File: src/rtl/pc_unit.sv
// Fetch-stage program counter for the pipelined MIPS core.
// Selects the next F-stage PC from reset, interrupt entry, exception return,
// branch/jump redirect, stall hold or sequential increment. A redirect that
// arrives while the fetch stage is stalled is buffered (HOLD) and applied on
// the first unstalled edge.
// Optional feature: define PC_RANGE_CHECK_EN to build the fetch address
// error check driving adel_o; otherwise adel_o is tied low.
module pc_unit #(
  parameter int unsigned      WIDTH      = 32,
  parameter logic [WIDTH-1:0] RESET_PC   = 32'h0000_3000,
  parameter logic [WIDTH-1:0] HANDLER_PC = 32'h0000_4180,
  parameter logic [WIDTH-1:0] TEXT_LO    = 32'h0000_3000,
  parameter logic [WIDTH-1:0] TEXT_HI    = 32'h0000_6FFC
) (
  input  logic             clk,
  input  logic             reset,
  input  logic             stall,
  input  logic             IntReq,
  input  logic             eret,
  input  logic [WIDTH-1:0] epc_i,
  input  logic             redirect_valid,
  input  logic [WIDTH-1:0] redirect_pc,
  output logic [WIDTH-1:0] F_PC_o,
  output logic [WIDTH-1:0] F_PC4_o,
  output logic             pend_o,
  output logic             adel_o
);

  typedef enum logic [0:0] {
    StRun  = 1'b0,
    StHold = 1'b1
  } state_e;

  state_e           state_q, state_d;
  logic [WIDTH-1:0] pc_q, pc_d;
  logic [WIDTH-1:0] pend_pc_q, pend_pc_d;
  logic [WIDTH-1:0] pc_plus4;

  // Sequential successor; carry out of the top bit is dropped.
  assign pc_plus4 = pc_q + WIDTH'(4);

  // State register with synchronous active-high reset.
  always_ff @(posedge clk) begin
    if (reset) begin
      state_q   <= StRun;
      pc_q      <= RESET_PC;
      pend_pc_q <= '0;
    end else begin
      state_q   <= state_d;
      pc_q      <= pc_d;
      pend_pc_q <= pend_pc_d;
    end
  end

  // Next-PC selection, highest priority first (reset handled in the register).
  always_comb begin
    state_d   = state_q;
    pc_d      = pc_q;
    pend_pc_d = pend_pc_q;
    if (IntReq) begin
      // Interrupt entry discards any buffered redirect and ignores stall.
      pc_d    = HANDLER_PC;
      state_d = StRun;
    end else if (eret) begin
      pc_d    = epc_i;
      state_d = StRun;
    end else if (stall) begin
      // Hold the PC; a newer redirect overwrites an older buffered one.
      if (redirect_valid) begin
        pend_pc_d = redirect_pc;
        state_d   = StHold;
      end
    end else if (redirect_valid) begin
      // A live redirect beats a buffered one.
      pc_d    = redirect_pc;
      state_d = StRun;
    end else if (state_q == StHold) begin
      pc_d    = pend_pc_q;
      state_d = StRun;
    end else begin
      pc_d = pc_plus4;
    end
  end

  assign F_PC_o  = pc_q;
  assign F_PC4_o = pc_plus4;
  assign pend_o  = (state_q == StHold);

`ifdef PC_RANGE_CHECK_EN
  // Misaligned or outside the text segment (unsigned compare).
  always_comb begin
    adel_o = (pc_q[1:0] != 2'b00) || (pc_q < TEXT_LO) || (pc_q > TEXT_HI);
  end
`else
  assign adel_o = 1'b0;
`endif

endmodule
File: config.mk
export PLATFORM = sky130hd
export DESIGN_NAME = pc_unit
export DESIGN_NICKNAME = d
export VERILOG_FILES = /design/src/rtl/pc_unit.sv
export SDC_FILE = /design/constraint.sdc
export NUM_CORES = 1
export LEC_CHECK = 0
export CORE_UTILIZATION = 50
export DETAILED_ROUTE_END_ITERATION = 6
export PLACE_DENSITY_LB_ADDON = 0.12
export SLEW_MARGIN = 20
export SYNTH_ARGS = -nofsm -noshare
export SYNTH_HDL_FRONTEND = slang
export SYNTH_SLANG_ARGS = --single-unit
File: constraint.sdc
create_clock -name clk -period 6.8 [get_ports clk]
set_input_delay 1.36 -clock clk [delete_from_list [all_inputs] [get_ports clk]]
set_output_delay 1.36 -clock clk [all_outputs]
set_load 0.005 [all_outputs]
# Word-level counts from Yosys, hierarchy flattened
# Index checks and enable logic that the tools add are counted.
[word_totals] elab_cells=18 input_bits=70 latch_bits=0 memories=0 romBits=0 regBits=65 ramBits=0 out_inout_bits=66
[classes] shifts=0 reduce_logical=3 mux=5 n_div=0 add_sub_neg=1 eq_ne=2 n_lt_le_gt_ge=0 n_mul=0 n_bitwise=3
[op_table] operator="2-to-1 mux 32 bit" count=4
[op_table] operator="adder 32 x 3 -> 32 bit (second input constant)" count=1
[op_table] operator="2-to-1 mux 15 bit" count=1
[op_table] operator="AND reduction 4 bit" count=1
[op_table] operator="OR reduction 4 bit" count=1
[op_table] operator="inequality test 3 x 1 -> 1 bit (second input constant)" count=1
[op_table] operator="inverter 1 bit" count=3
[op_table] operator="inequality test 2 x 1 -> 1 bit (second input constant)" count=1
[op_table] operator="OR reduction 2 bit" count=1

# Longest topological paths before layout
[depth] ltp_word=6 depth_mapped=8 ltp_nobuf=6

# Worst setup path before layout
# OpenSTA, ideal clock, no wires.
[synth_timing] kind="reg-to-output" from="reg pc_q[5] (netlist: F_PC_o[5])" to="out F_PC4_o[31]" path_buffers=1 t_required_ns=5.440 arrival_time_ns=1.924 path_slack_ns=3.516 path_stages_with_launch=6 path_cell_list="dfxtp_1 nand4_4 or4_1 buf_2 o31a_2 or2_2"
[synth_via] elab_chain_len=1
[synth_rtl] element="start, declared" line="35" source="logic [WIDTH-1:0] pc_q, pc_d;"
[synth_rtl] element="start signal, assigned" line="50" source="pc_q <= pc_d;"
[synth_rtl] element="adder 32 x 3 -> 32 bit" line="40" source="assign pc_plus4 = pc_q + WIDTH'(4);"
[synth_rtl] element="end, declared" line="24" source="output logic [WIDTH-1:0] F_PC4_o,"
# Every way passes these cells.

# Worst setup path in the final report
[layout_timing] from="reg pc_q[4] (netlist: F_PC_o[4])" to="out F_PC4_o[29]"
# The elaborated chain is that of the path after synthesis.

==> results by group <==
Outcome
  • Outcome: complete, no violations

Final layout
  • Commonest non-fill, non-tap cells in the layout: clkdlybuf4s50_1 (134), nand2_1 (85), a21oi_1 (68), dfxtp_1 (65), nor2_1 (26)
  • Most common cell after layout, fill and taps aside: clkdlybuf4s50_1
  • Layout Nets: 707
  • Post-Layout Cell Count: 743
  • Finished Core Util: 70.7%
  • ANT cells: 0
  • Share of layout cells above drive strength 1: 6.55%
  • Area Growth Syn to Fin: 37.5%

Setup path
  • Crit Path Class: reg2out
  • Worst r2r path cells: 6
  • RR Startpoint: F_PC_o[2]
  • Crit path capture type: output port
  • Critical R2R Capture: F_PC_o[30]
  • CP Data Arrival Time: 3120 ps
  • Critical Path Start Type: register
  • Internal reg-to-reg setup slack: 4340 ps
  • Worst path required time: 5440 ps
  • CP Max Fanout: 9

Placed design
  • Hpwl dp: 9.63 mm
  • Buffers on Ports: 134
  • Routability congestion estimate: 0.895
  • Pre-CTS worst setup slack: 2590 ps
  • Placed cell count: 727

Pwr
  • Power per standard cell area: 175 nW/µm²
  • Pleak: 1.92 nW
  • Peak VDD IR: 0.000134 V

Floorplanning
  • Ports: 136
  • Die Ht: 91.2 µm
  • Die Footprint: 8310 µm²
  • Initial Utilization: 51.4%
  • Row count: 32
  • Core region area: 7730 µm²
  • Chip Width: 91.2 µm

Timing
  • Final hold vios: 0
  • Worst-margin pin slew: 1090 ps
  • Rel. slew slack: 27.2%
  • Min Tclk post-route: 4480 ps
  • RSZ-0062 raised after global routing: no
  • Hold_ws: 456 ps
  • Setup TNS Final: 0 ps
  • Period utilization: 65.8%
  • Max Fclk: 223 MHz
  • Skew final: 9.54 ps
  • Final setup viols: 0
  • Slew Limit Fails: 0
  • Worst Slack Setup Final: 2320 ps

Clock network
  • PostCTS Resize Cnt: 0
  • Clock Pin Slew Worst Setup and Hold Paths: 70 ps
  • Worst skew pair latency: 340 ps
  • Setup Fix Bufs, Post-CTS: 0
  • Cts hold-fix bufs: 0
  • H-tree depth: 3
  • CTS Buffer Depth: 2
  • Sink Count: 65
  • Total CTS buffers: 9
  • TritonCTS clock tree: done
  • Root Driver: clkbuf_8

Logic synthesis
  • Synth cell types: 62
  • Number of synthesized flops with an enable pin: 0
  • Top_reg_cell synth: dfxtp_1
  • Mapped Nets: 602
  • Post-synth ARST share: 0%
  • Sequential share of the synthesized area: 32.7%
  • Synthesized area per cell: 7.49 µm²
  • Synthesized instance count: 531
  • Mapped cell area: 3980 µm²
  • Post-synthesis register bit count: 65
  • Yosys warning count: 0

Routing
  • ANT nets after route: 0
  • Routed vias/inst: 6.25
  • DR iter-0 viols: 529
  • Final wirelength: 13.6 mm
  • DR vias: 4646
  • Drt pass-1 iters: 5
  • Avg WL per Cell: 18.3 µm
  • DRC viols: 0

GRT
  • Antenna violations before repair: 0
  • Largest net degree at the start of global routing: 41
  • Vias in the first global route: 4190
  • First-pass GRT wire length: 21.6 mm
  • Total congestion overflow: 0
  • Overall routing resource usage: 32.9%

Hold path
  • Hold Path Class: reg2reg
  • WHS Path Cells: 2
  • Worst Hold Launch: pend_pc_q[31]
  • Hold path endpoint: pend_pc_q[31]

Flow run
  • Maxcap violations: 0
metal layers:
layer / global-route usage, % / share of wire (%) / vias to the layer above
met5: 0 / 0 / -
met4: 11.2 / 1.9 / 0
met3: 7.12 / 8.8 / 27
met2: 52.3 / 48 / 255
met1: 44.1 / 42 / 2213
li1: - / - / 2151
stage by stage:
step           power, W  cell area [µm²]
6_report       0.000957             5470
2_1_floorplan  0.000510             3980
4_1_cts        0.000953             5470
3_3_place_gp   0.000615             5260
3_5_place_dp   0.000618             5260
5_1_grt        0.000995             5470
cell families (layout without fill, tap and decap cells):
group | Yosys count | count (layout) | synth area share, %
other | 1 | 1 | 0.0943
AO/OA/AOI/OAI | 176 | 176 | 29.2
flip-flops | 65 | 65 | 32.7
AND/OR/NAND/NOR | 197 | 197 | 24.0
multiplexers | 3 | 3 | 0.755
buffers and inverters | 65 | 175 | 7.84
XOR/XNOR | 23 | 23 | 5.07
adder cells (fa/ha/maj) | 1 | 1 | 0.315
critical path, stage by stage, from the launching register on:
cell and delay, ps:
dfxtp_1 560, nand3_2 250, or4_1 710, nor4_1 430, xor2_1 280, clkdlybuf4s50_1 550
how the worst max path moves through the flow:
stage,startpoint,endpoint,slack (ps),depth (start not counted)
3_5_place_dp,eret,pend_pc_q[12],2590,7
3_3_place_gp,eret,pend_pc_q[6],2700,7
6_report,F_PC_o[4],F_PC4_o[29],2320,5
5_1_grt,F_PC_o[2],F_PC4_o[30],2210,6
4_1_cts,F_PC_o[4],F_PC4_o[29],2360,5
2_1_floorplan,F_PC_o[5],F_PC4_o[31],3520,5
power by group:
part | total, W | internal [W] | leakage (nW) | switching (W)
combinational | 0.000196 | 0.000106 | 1.29 | 0.0000893
clock | 0.000343 | 0.000180 | 0.0985 | 0.000163
sequential | 0.000418 | 0.000395 | 0.530 | 0.0000234
total | 0.000957 | 0.000681 | 1.92 | 0.000276
synth_stat cells, types with 3 or more instances:
master	count	area share, %
nand4_1	8	1.3
nand2_1	85	8.0
nand2b_1	4	0.63
dfxtp_1	65	33
a211oi_1	3	0.57
xor2_1	13	2.9
o2bb2ai_1	4	0.88
nor3_1	23	2.9
o211ai_1	6	1.1
a221o_1	8	2.0
o221ai_1	4	0.88
nor2b_1	5	0.79
nand3_1	12	1.5
o22ai_1	7	1.1
nor4_1	9	1.4
or2_2	8	1.3
mux2i_1	3	0.76
or4_1	3	0.57
a22oi_1	3	0.57
buf_6	6	1.7
buf_4	5	0.94
and3_1	4	0.63
a31oi_1	6	0.94
xnor2_1	10	2.2
o21ai_0	25	3.1
inv_1	16	1.5
a2bb2oi_1	4	0.88
o21a_1	4	0.76
nor2_1	26	2.5
clkbuf_1	32	3.0
a21oi_1	68	8.6
a221oi_1	17	3.7
state kept, by name (all words and copies together), names as in the netlist, named ones only:
name / count
pend_pc_q: 32
F_PC_o: 30
pend_o: 1
area by class of cell:
| cell class | count | area, µm² |
|---|---|---|
| Multi-Input combinational cell | 401 | 2370 |
| Fill cell | 641 | 2260 |
| Timing Repair Buffer | 142 | 1400 |
| Sequential cell | 65 | 1300 |
| Clock buffer | 10 | 138 |
| Tap cell | 102 | 128 |
| Clock inverter | 6 | 67.6 |
| Inverter | 17 | 63.8 |
Power figures use the tool's default switching activity.
